===== config.mk =====
export PLATFORM = sky130hd
export DESIGN_NAME = rr_sel_arbiter
export DESIGN_NICKNAME = d
export VERILOG_FILES = /design/src/rtl/rr_sel_arbiter.sv
export SDC_FILE = /design/constraint.sdc
export NUM_CORES = 1
export LEC_CHECK = 0
export ABC_AREA = 1
export BUFFER_PORTS_ARGS = -buffer_cell sky130_fd_sc_hd__buf_4
export CORE_ASPECT_RATIO = 0.9
export CORE_MARGIN = 5
export CORE_UTILIZATION = 63
export DETAILED_ROUTE_END_ITERATION = 16
export PLACE_DENSITY = 0.86
export SKIP_LAST_GASP = 1
export SYNTH_ARGS = -nofsm -noshare
export SYNTH_HDL_FRONTEND = slang
export SYNTH_SLANG_ARGS = --single-unit

===== constraint.sdc =====
create_clock -name clk -period 9.52 [get_ports clk]
set_input_delay 1.904 -clock clk [delete_from_list [all_inputs] [get_ports clk]]
set_output_delay 1.904 -clock clk [all_outputs]
set_load 0.02 [all_outputs]

===== src/rtl/rr_sel_arbiter.sv =====
// Round-robin arbiter producing the binary select and one-hot grant for a downstream N-to-1 mux,
// held under a valid/ready handshake. Define RR_SEL_ARBITER_FIXED_PRIO_EN for fixed lowest-index priority.
module rr_sel_arbiter #(
    parameter int unsigned NUM_OF_INPUTS = 5,
    localparam int unsigned SEL_WIDTH    = $clog2(NUM_OF_INPUTS)
) (
    input  logic                     clk,
    input  logic                     rst_n,
    input  logic [NUM_OF_INPUTS-1:0] req,
    input  logic                     ready,
    output logic                     valid,
    output logic [SEL_WIDTH-1:0]     sel,
    output logic [NUM_OF_INPUTS-1:0] gnt,
    output logic [NUM_OF_INPUTS-1:0] ack
);

    typedef enum logic {
        ST_IDLE  = 1'b0,
        ST_GRANT = 1'b1
    } state_t;

    state_t                   r_state;
    state_t                   w_state_nxt;
    logic [SEL_WIDTH-1:0]     r_sel;
    logic [SEL_WIDTH-1:0]     w_sel_nxt;
    logic [SEL_WIDTH-1:0]     r_ptr;
    logic [SEL_WIDTH-1:0]     w_ptr_nxt;
    logic [NUM_OF_INPUTS-1:0] r_gnt;
    logic [NUM_OF_INPUTS-1:0] w_gnt_nxt;

    logic                     w_accept;
    logic [SEL_WIDTH-1:0]     w_ptr_inc;
    logic [NUM_OF_INPUTS-1:0] w_arb_req;
    logic [SEL_WIDTH-1:0]     w_arb_ptr;
    logic                     w_arb_found;
    logic [SEL_WIDTH-1:0]     w_arb_idx;
    logic [NUM_OF_INPUTS-1:0] w_arb_onehot;

    assign w_accept = (r_state == ST_GRANT) && ready;

    // Pointer after an accept; wraps at NUM_OF_INPUTS, not at 2**SEL_WIDTH.
`ifdef RR_SEL_ARBITER_FIXED_PRIO_EN
    assign w_ptr_inc = '0;
`else
    assign w_ptr_inc = (r_sel == SEL_WIDTH'(NUM_OF_INPUTS - 1)) ? '0 : r_sel + SEL_WIDTH'(1);
`endif

    // In GRANT the current holder is masked and the search starts just past it.
    assign w_arb_req = (r_state == ST_GRANT) ? (req & ~r_gnt) : req;
    assign w_arb_ptr = (r_state == ST_GRANT) ? w_ptr_inc : r_ptr;

    always_comb begin
        int unsigned v_pos;
        v_pos        = 0;
        w_arb_found  = 1'b0;
        w_arb_idx    = '0;
        w_arb_onehot = '0;
        for (int unsigned i = 0; i < NUM_OF_INPUTS; i++) begin
            v_pos = 32'(w_arb_ptr) + i;
            if (v_pos >= NUM_OF_INPUTS) begin
                v_pos = v_pos - NUM_OF_INPUTS;
            end
            if (!w_arb_found && w_arb_req[v_pos[SEL_WIDTH-1:0]]) begin
                w_arb_found = 1'b1;
                w_arb_idx   = v_pos[SEL_WIDTH-1:0];
            end
        end
        w_arb_onehot[w_arb_idx] = w_arb_found;
    end

    always_comb begin
        w_state_nxt = r_state;
        w_sel_nxt   = r_sel;
        w_gnt_nxt   = r_gnt;
        w_ptr_nxt   = r_ptr;
        case (r_state)
            ST_IDLE: begin
                if (w_arb_found) begin
                    w_state_nxt = ST_GRANT;
                    w_sel_nxt   = w_arb_idx;
                    w_gnt_nxt   = w_arb_onehot;
                end
            end
            ST_GRANT: begin
                if (w_accept) begin
                    w_ptr_nxt = w_ptr_inc;
                    if (w_arb_found) begin
                        w_sel_nxt = w_arb_idx;
                        w_gnt_nxt = w_arb_onehot;
                    end else begin
                        w_state_nxt = ST_IDLE;
                        w_gnt_nxt   = '0;
                    end
                end else if (!req[r_sel]) begin
                    w_state_nxt = ST_IDLE;
                    w_gnt_nxt   = '0;
                end
            end
            default: begin
                w_state_nxt = ST_IDLE;
                w_gnt_nxt   = '0;
            end
        endcase
    end

    always_ff @(posedge clk) begin
        if (!rst_n) begin
            r_state <= ST_IDLE;
            r_sel   <= '0;
            r_gnt   <= '0;
            r_ptr   <= '0;
        end else begin
            r_state <= w_state_nxt;
            r_sel   <= w_sel_nxt;
            r_gnt   <= w_gnt_nxt;
            r_ptr   <= w_ptr_nxt;
        end
    end

    assign valid = (r_state == ST_GRANT);
    assign sel   = r_sel;
    assign gnt   = r_gnt;
    assign ack   = r_gnt & {NUM_OF_INPUTS{valid & ready & rst_n}};

endmodule

==> results of run 1 <==
[sequential cells by signal, indices dropped and copies added, names as in the netlist]
name / cells
gnt: 5
r_ptr: 3
sel: 3
valid: 1
[cell usage after synthesis (2+ instances only)]
master    instances  share of area
nand2_1          69           0.16
nand3_1          46           0.14
inv_1            37          0.084
nor2_1           19          0.043
a21oi_1          13          0.039
dfxtp_1          12           0.15
o21ai_0          12          0.036
nand2_2          10          0.038
ha_1              9          0.068
nand4_1           7          0.027
nand2_4           4          0.027
o21ai_2           4          0.021
or2_2             4          0.015
nand3_2           3          0.018
a211oi_1          2         0.0091
inv_2             2         0.0046
nor2_2            2         0.0076
o211ai_1          2         0.0091
[kinds of logic after synthesis]
| family | synth area share |
|---|---|
| compound gates | 0.145 |
| xor+xnor | 0.0197 |
| fa+ha+maj | 0.0682 |
| buf+inv | 0.115 |
| flops | 0.146 |
| simple gates | 0.506 |
[layer usage]
metal  vias up  global-route usage
li1        947                   -
met1       785               0.358
met4         0              0.0326
met3         2              0.0496
met5         -                   0
met2        68               0.373
[worst paths after layout]
path,start,end,slack [ns],depth (start not counted)
hold reg to reg,gnt[4]$_SDFFE_PN0P_,gnt[4]$_SDFFE_PN0P_,0.48,2
setup reg to reg,sel[0]$_SDFFE_PN0P_,gnt[2]$_SDFFE_PN0P_,5.82,23
hold / removal,gnt[4]$_SDFFE_PN0P_,gnt[4]$_SDFFE_PN0P_,0.48,2
setup / recovery,ready,ack[2],4.96,6
[per-stage QoR]
step	instances	hold slack, ns	utilization	instance area (um2)
3_3_place_gp	321	0.467	0.728	1810
3_5_place_dp	321	0.474	0.728	1810
6_report	325	0.481	0.743	1850
2_1_floorplan	274	0.475	-	1650
4_1_cts	325	0.486	0.743	1850
5_1_grt	325	0.516	0.743	1850
[worst min-delay path: cells and delay by family, from the launching register on]
family / cells / cell delay [ns]
AOI/OAI and AO/OA: 1 / 0.05
DFF: 1 / 0.32
and+or+nand+nor: 1 / 0.06
[layout make-up]
class / count / area (um2)
fillers: 210 / 641
inverters: 41 / 159
well taps: 28 / 35.0
repair buffers: 21 / 158
flip-flops and latches: 12 / 240
clock buffers: 4 / 36.3
multi-input cells: 219 / 1220
==> results.txt, run 1 <==
outcome -> finished clean
first-pass GRT wire length -> 7.47 mm
sequential area share after synthesis -> 0.146
CP Buf/Inv Count -> 3
vias in the first global route -> 1639
Met3 Routed Length -> 320 um
DR top layer -> met4
Final TNS setup -> 0 ns
Critical Path Fanout Max -> 6
global route overflow -> 0
die area -> 3740 um2
ys flop type -> dfxtp_1
dpl ws -> 5.01 ns
final wirelength -> 4.26 mm
Worst-Skew Late Latency -> 0.28 ns
post-layout worst setup margin -> 4.96 ns
Layout area overhead -> 12.0%
final worst-path cycle share -> 0.479
Slew @ Worst Pin -> 0.572 ns
Post-DRT Antenna Nets -> 0
Netlist cell types -> 35
Hold Crit Class -> reg2reg
slowest stage cell, crit path -> buf_4
delay-heaviest family, CP -> buffers and inverters
crit path kind -> in2out
Worst-path clk slew -> 0.08 ns
Rel. slew slack -> 0.615
Row Count -> 17
Critical Path AT -> 2.65 ns
drt drc -> 0
WL met2 -> 1.85 mm
FFs w/ async S/R, synth -> 0
RSZ-0062 raised after global routing -> false
Max clock buf depth -> 2
mapped cell area -> 1650 um2
Peak Freq -> 219 MHz
# H-tree levels -> 1
wire length on met1 -> 2.08 mm
Post-synth EDFFs -> 0
num ports -> 22
Worst setup EP type -> output pin
CP required -> 7.62 ns
dpl hpwl -> 3.39 mm
number of vias per cell -> 5.54
final setup fails -> 0
setup bufs post-CTS -> 0
largest net degree at the start of global routing -> 15
CTS tree -> done
Die Wd -> 64.0 um
die height -> 58.6 um
most frequent cells in the layout -> nand2_1 (69), nand3_1 (46), inv_1 (37)
Synth Register Bits -> 12
critical path's largest stage delay -> 0.16 ns
clock sinks -> 12
core box area -> 2490 um2
diode count -> 0
Starting Density -> 0.663
Tot GR Track Use -> 0.243
Worst Skew -> 0.00154 ns
1st-pass router iterations -> 5
vias -> 1802
final hold vios -> 0
GP Congestion -> 0.884
antenna violations before repair -> 0
max-slew violations -> 0
Buffers on Ports -> 21
Syn Inst Count -> 274
layout cell share with drive strength beyond 1 -> 0.209
Critical Path Start Type -> primary input
cts hold-fix bufs -> 0
per-cell routed wire length -> 13.1 um
critical path, cell by cell -> buf_4 > nand2_1 > inv_1 > nand2_1 > nor2_1 > buf_4
min Tclk post-route -> 4.56 ns
Yosys warning count -> 0
syn_area_per_cell -> 6.02 um2
CTS resizes -> 0
TritonCTS Buffers -> 3
root buffer cell -> clkbuf_4
Layout Nets -> 315
Post-Synthesis Net Count -> 291
initial DRC count -> 160
most common cell after layout, fill and taps aside -> nand2_1
# Max-Cap Violations -> 0
Power of run 1 is not shown: default switching activity piles up to over one toggle a cycle in this logic, so the estimate is an artifact.
==> run 2: changes to the inputs <==
--- a/config.mk
+++ b/config.mk
@@ -9,9 +9,9 @@
 export BUFFER_PORTS_ARGS = -buffer_cell sky130_fd_sc_hd__buf_4
 export CORE_ASPECT_RATIO = 0.9
 export CORE_MARGIN = 5
-export CORE_UTILIZATION = 63
+export CORE_UTILIZATION = 58
 export DETAILED_ROUTE_END_ITERATION = 16
-export PLACE_DENSITY = 0.86
+export PLACE_DENSITY = 0.8
 export SKIP_LAST_GASP = 1
 export SYNTH_ARGS = -nofsm -noshare
 export SYNTH_HDL_FRONTEND = slang
==> constraint.sdc (replaced) <==
create_clock -name clk -period 4.45 [get_ports clk]
set_input_delay 0.89 -clock clk [delete_from_list [all_inputs] [get_ports clk]]
set_output_delay 0.89 -clock clk [all_outputs]
set_load 0.02 [all_outputs]
==> results.txt, run 2 (same netlist as run 1, synthesis figures left out) <==
num ports -> 22 (unchanged)
R2R setup slack -> 0.82 ns (was 5.82 ns)
dpl hpwl -> 3.59 mm (was 3.39 mm)
crit-path most repeated cell -> nand3_1
# H-tree levels -> 1 (unchanged)
Critical Path Fanout Max -> 10 (was 6)
global route overflow -> 0 (unchanged)
most frequent cells in the layout -> nand2_1 (69), nand3_1 (46), inv_1 (37) (unchanged)
delay-heaviest family, CP -> simple AND/OR/NAND/NOR gates (was buffers and inverters)
antenna violations before repair -> 0 (unchanged)
Hold EP -> gnt[4]$_SDFFE_PN0P_ (unchanged)
slowest stage cell, crit path -> dfxtp_1 (was buf_4)
hold wc startpoint -> gnt[4]$_SDFFE_PN0P_ (unchanged)
# Max-Cap Violations -> 0 (unchanged)
TritonCTS Buffers -> 3 (unchanged)
drt drc -> 0 (unchanged)
Worst setup EP type -> flip-flop (was output pin)
layout cell share with drive strength beyond 1 -> 0.206 (was 0.209)
critical path's largest stage delay -> 0.41 ns (was 0.16 ns)
Die Wd -> 66.2 um (was 64.0 um)
die area -> 4010 um2 (was 3740 um2)
max-slew violations -> 0 (unchanged)
initial DRC count -> 180 (was 160)
Layout Nets -> 315 (unchanged)
GP Congestion -> 0.874 (was 0.884)
Rel. slew slack -> 0.612 (was 0.615)
outcome -> finished clean (unchanged)
final wirelength -> 4.40 mm (was 4.26 mm)
Largest register FFs -> 5 (unchanged)
Register Area -> 240 um2 (unchanged)
final worst-path cycle share -> 0.816
critical path, cell by cell -> inv_1 > ha_1 > inv_1 > nand2_1 > o21ai_2 > inv_1 > ha_1 > inv_1 > nand3_1 > nand3_1 > nand2_1 > inv_1 > nand3_1 > nand3_1 > nand2_1 > nand3_1 > nor2_1 > nor2_1 > nand3_1 > nor2_1 > nand2_1 > a21oi_1 (was buf_4 > nand2_1 > inv_1 > nand2_1 > nor2_1 > buf_4)
CP Buf/Inv Count -> 5 (was 3)
setup bufs post-CTS -> 0 (unchanged)
first-pass GRT wire length -> 7.60 mm (was 7.47 mm)
crit path kind -> reg2reg (was in2out)
Peak Freq -> 275 MHz
RSZ-0062 raised after global routing -> false (unchanged)
min Tclk post-route -> 3.63 ns
Worst Skew -> 0.00744 ns (was 0.00154 ns)
most common cell after layout, fill and taps aside -> nand2_1 (unchanged)
Worst Reg-to-Reg Cells -> 22 (was 23)
final setup fails -> 0 (unchanged)
die height -> 60.6 um (was 58.6 um)
Final TNS setup -> 0 ns (unchanged)
Starting Density -> 0.601 (was 0.663)
core box area -> 2750 um2 (was 2490 um2)
worst r2r src -> sel[0]$_SDFFE_PN0P_ (unchanged)
final hold vios -> 0 (unchanged)
worst hold path depth -> 2 (unchanged)
CTS resizes -> 0 (unchanged)
diode count -> 0 (unchanged)
per-cell routed wire length -> 13.1 um (about the same)
Hold Crit Class -> reg2reg (unchanged)
1st-pass router iterations -> 5 (unchanged)
Critical Path Start Type -> flip-flop (was primary input)
vias -> 1824 (was 1802)
root buffer cell -> clkbuf_4 (unchanged)
area of the multi-input gates -> 1220 um2 (unchanged)
Max clock buf depth -> 2 (unchanged)
Row Count -> 18 (was 17)
clock sinks -> 12 (unchanged)
number of fill cells in the layout -> 285 (was 210)
Slew @ Worst Pin -> 0.581 ns (was 0.572 ns)
Layout area overhead -> 12.1% (was 12.0%)
Buffers on Ports -> 21 (unchanged)
CTS tree -> done (unchanged)
Tot GR Track Use -> 0.240 (was 0.243)
Worst-path clk slew -> 0.08 ns (about the same)
CP required -> 4.65 ns (was 7.62 ns)
cts hold-fix bufs -> 0 (unchanged)
number of vias per cell -> 5.43 (was 5.54)
Worst R2R End -> gnt[0]$_SDFFE_PN0P_ (was gnt[2]$_SDFFE_PN0P_)
largest net degree at the start of global routing -> 15 (unchanged)
Critical Path AT -> 3.84 ns (was 2.65 ns)
vias in the first global route -> 1656 (was 1639)
Post-DRT Antenna Nets -> 0 (unchanged)
Worst-Skew Late Latency -> 0.28 ns (about the same)
[run 2: changes by cell type in the layout (fill, tap and decap cells not counted), sizes merged]
cell | previous run | this run
clkbuf | 4 | 3
[run 2: worst register-to-register path, stage by stage, from the launching register on]
cell and delay [ns]:
dfxtp_1 0.41, inv_1 0.15, ha_1 0.32, inv_1 0.07, nand2_1 0.07, o21ai_2 0.23, inv_1 0.21, ha_1 0.26
inv_1 0.11, nand3_1 0.20, nand3_1 0.12, nand2_1 0.12, inv_1 0.12, nand3_1 0.08, nand3_1 0.11, nand2_1 0.14
nand3_1 0.12, nor2_1 0.05, nor2_1 0.13, nand3_1 0.18, nor2_1 0.18, nand2_1 0.06, a21oi_1 0.12
[run 2: per-layer routing]
| layer | routed length (um) | global-route usage | vias up |
|---|---|---|---|
| met5 | 0 | 0 | - |
| met4 | 10 | 0.0406 | 0 |
| met3 | 308 | 0.0500 | 3 |
| met2 | 1980 | 0.365 | 65 |
| met1 | 2100 | 0.356 | 808 |
| li1 | - | - | 948 |
[run 2: final cells by class]
class / instances / share of cell area
Sequential cell: 12 / 0.130
Tap cell: 40 / 0.0271
Multi-Input combinational cell: 219 / 0.660
Inverter: 41 / 0.0859
Clock buffer: 3 / 0.0122
Timing Repair Buffer: 21 / 0.0853
[run 2: how the worst max path moves through the flow]
stage	start	endpoint	slack, ns	cells past startpoint
global placement	sel[0]$_SDFFE_PN0P_	gnt[1]$_SDFFE_PN0P_	1.00	21
detailed placement	sel[0]$_SDFFE_PN0P_	gnt[0]$_SDFFE_PN0P_	0.91	21
floorplan	sel[0]$_SDFFE_PN0P_	gnt[0]$_SDFFE_PN0P_	1.22	21
CTS	sel[0]$_SDFFE_PN0P_	gnt[0]$_SDFFE_PN0P_	0.87	21
global route	sel[0]$_SDFFE_PN0P_	gnt[1]$_SDFFE_PN0P_	0.41	22
finish	sel[0]$_SDFFE_PN0P_	gnt[0]$_SDFFE_PN0P_	0.82	22
[run 2: metrics by stage]
step,util,setup slack (ns),hold slack (ns),cells,area [um2]
3_5_place_dp,0.665,0.907,0.474,333,1830
6_report,0.673,0.817,0.478,336,1850
2_1_floorplan,-,1.22,0.475,274,1650
5_1_grt,0.673,0.412,0.516,336,1850
3_3_place_gp,0.665,1.00,0.465,333,1830
4_1_cts,0.673,0.867,0.483,336,1850
Power of run 2 is left out for the same reason.
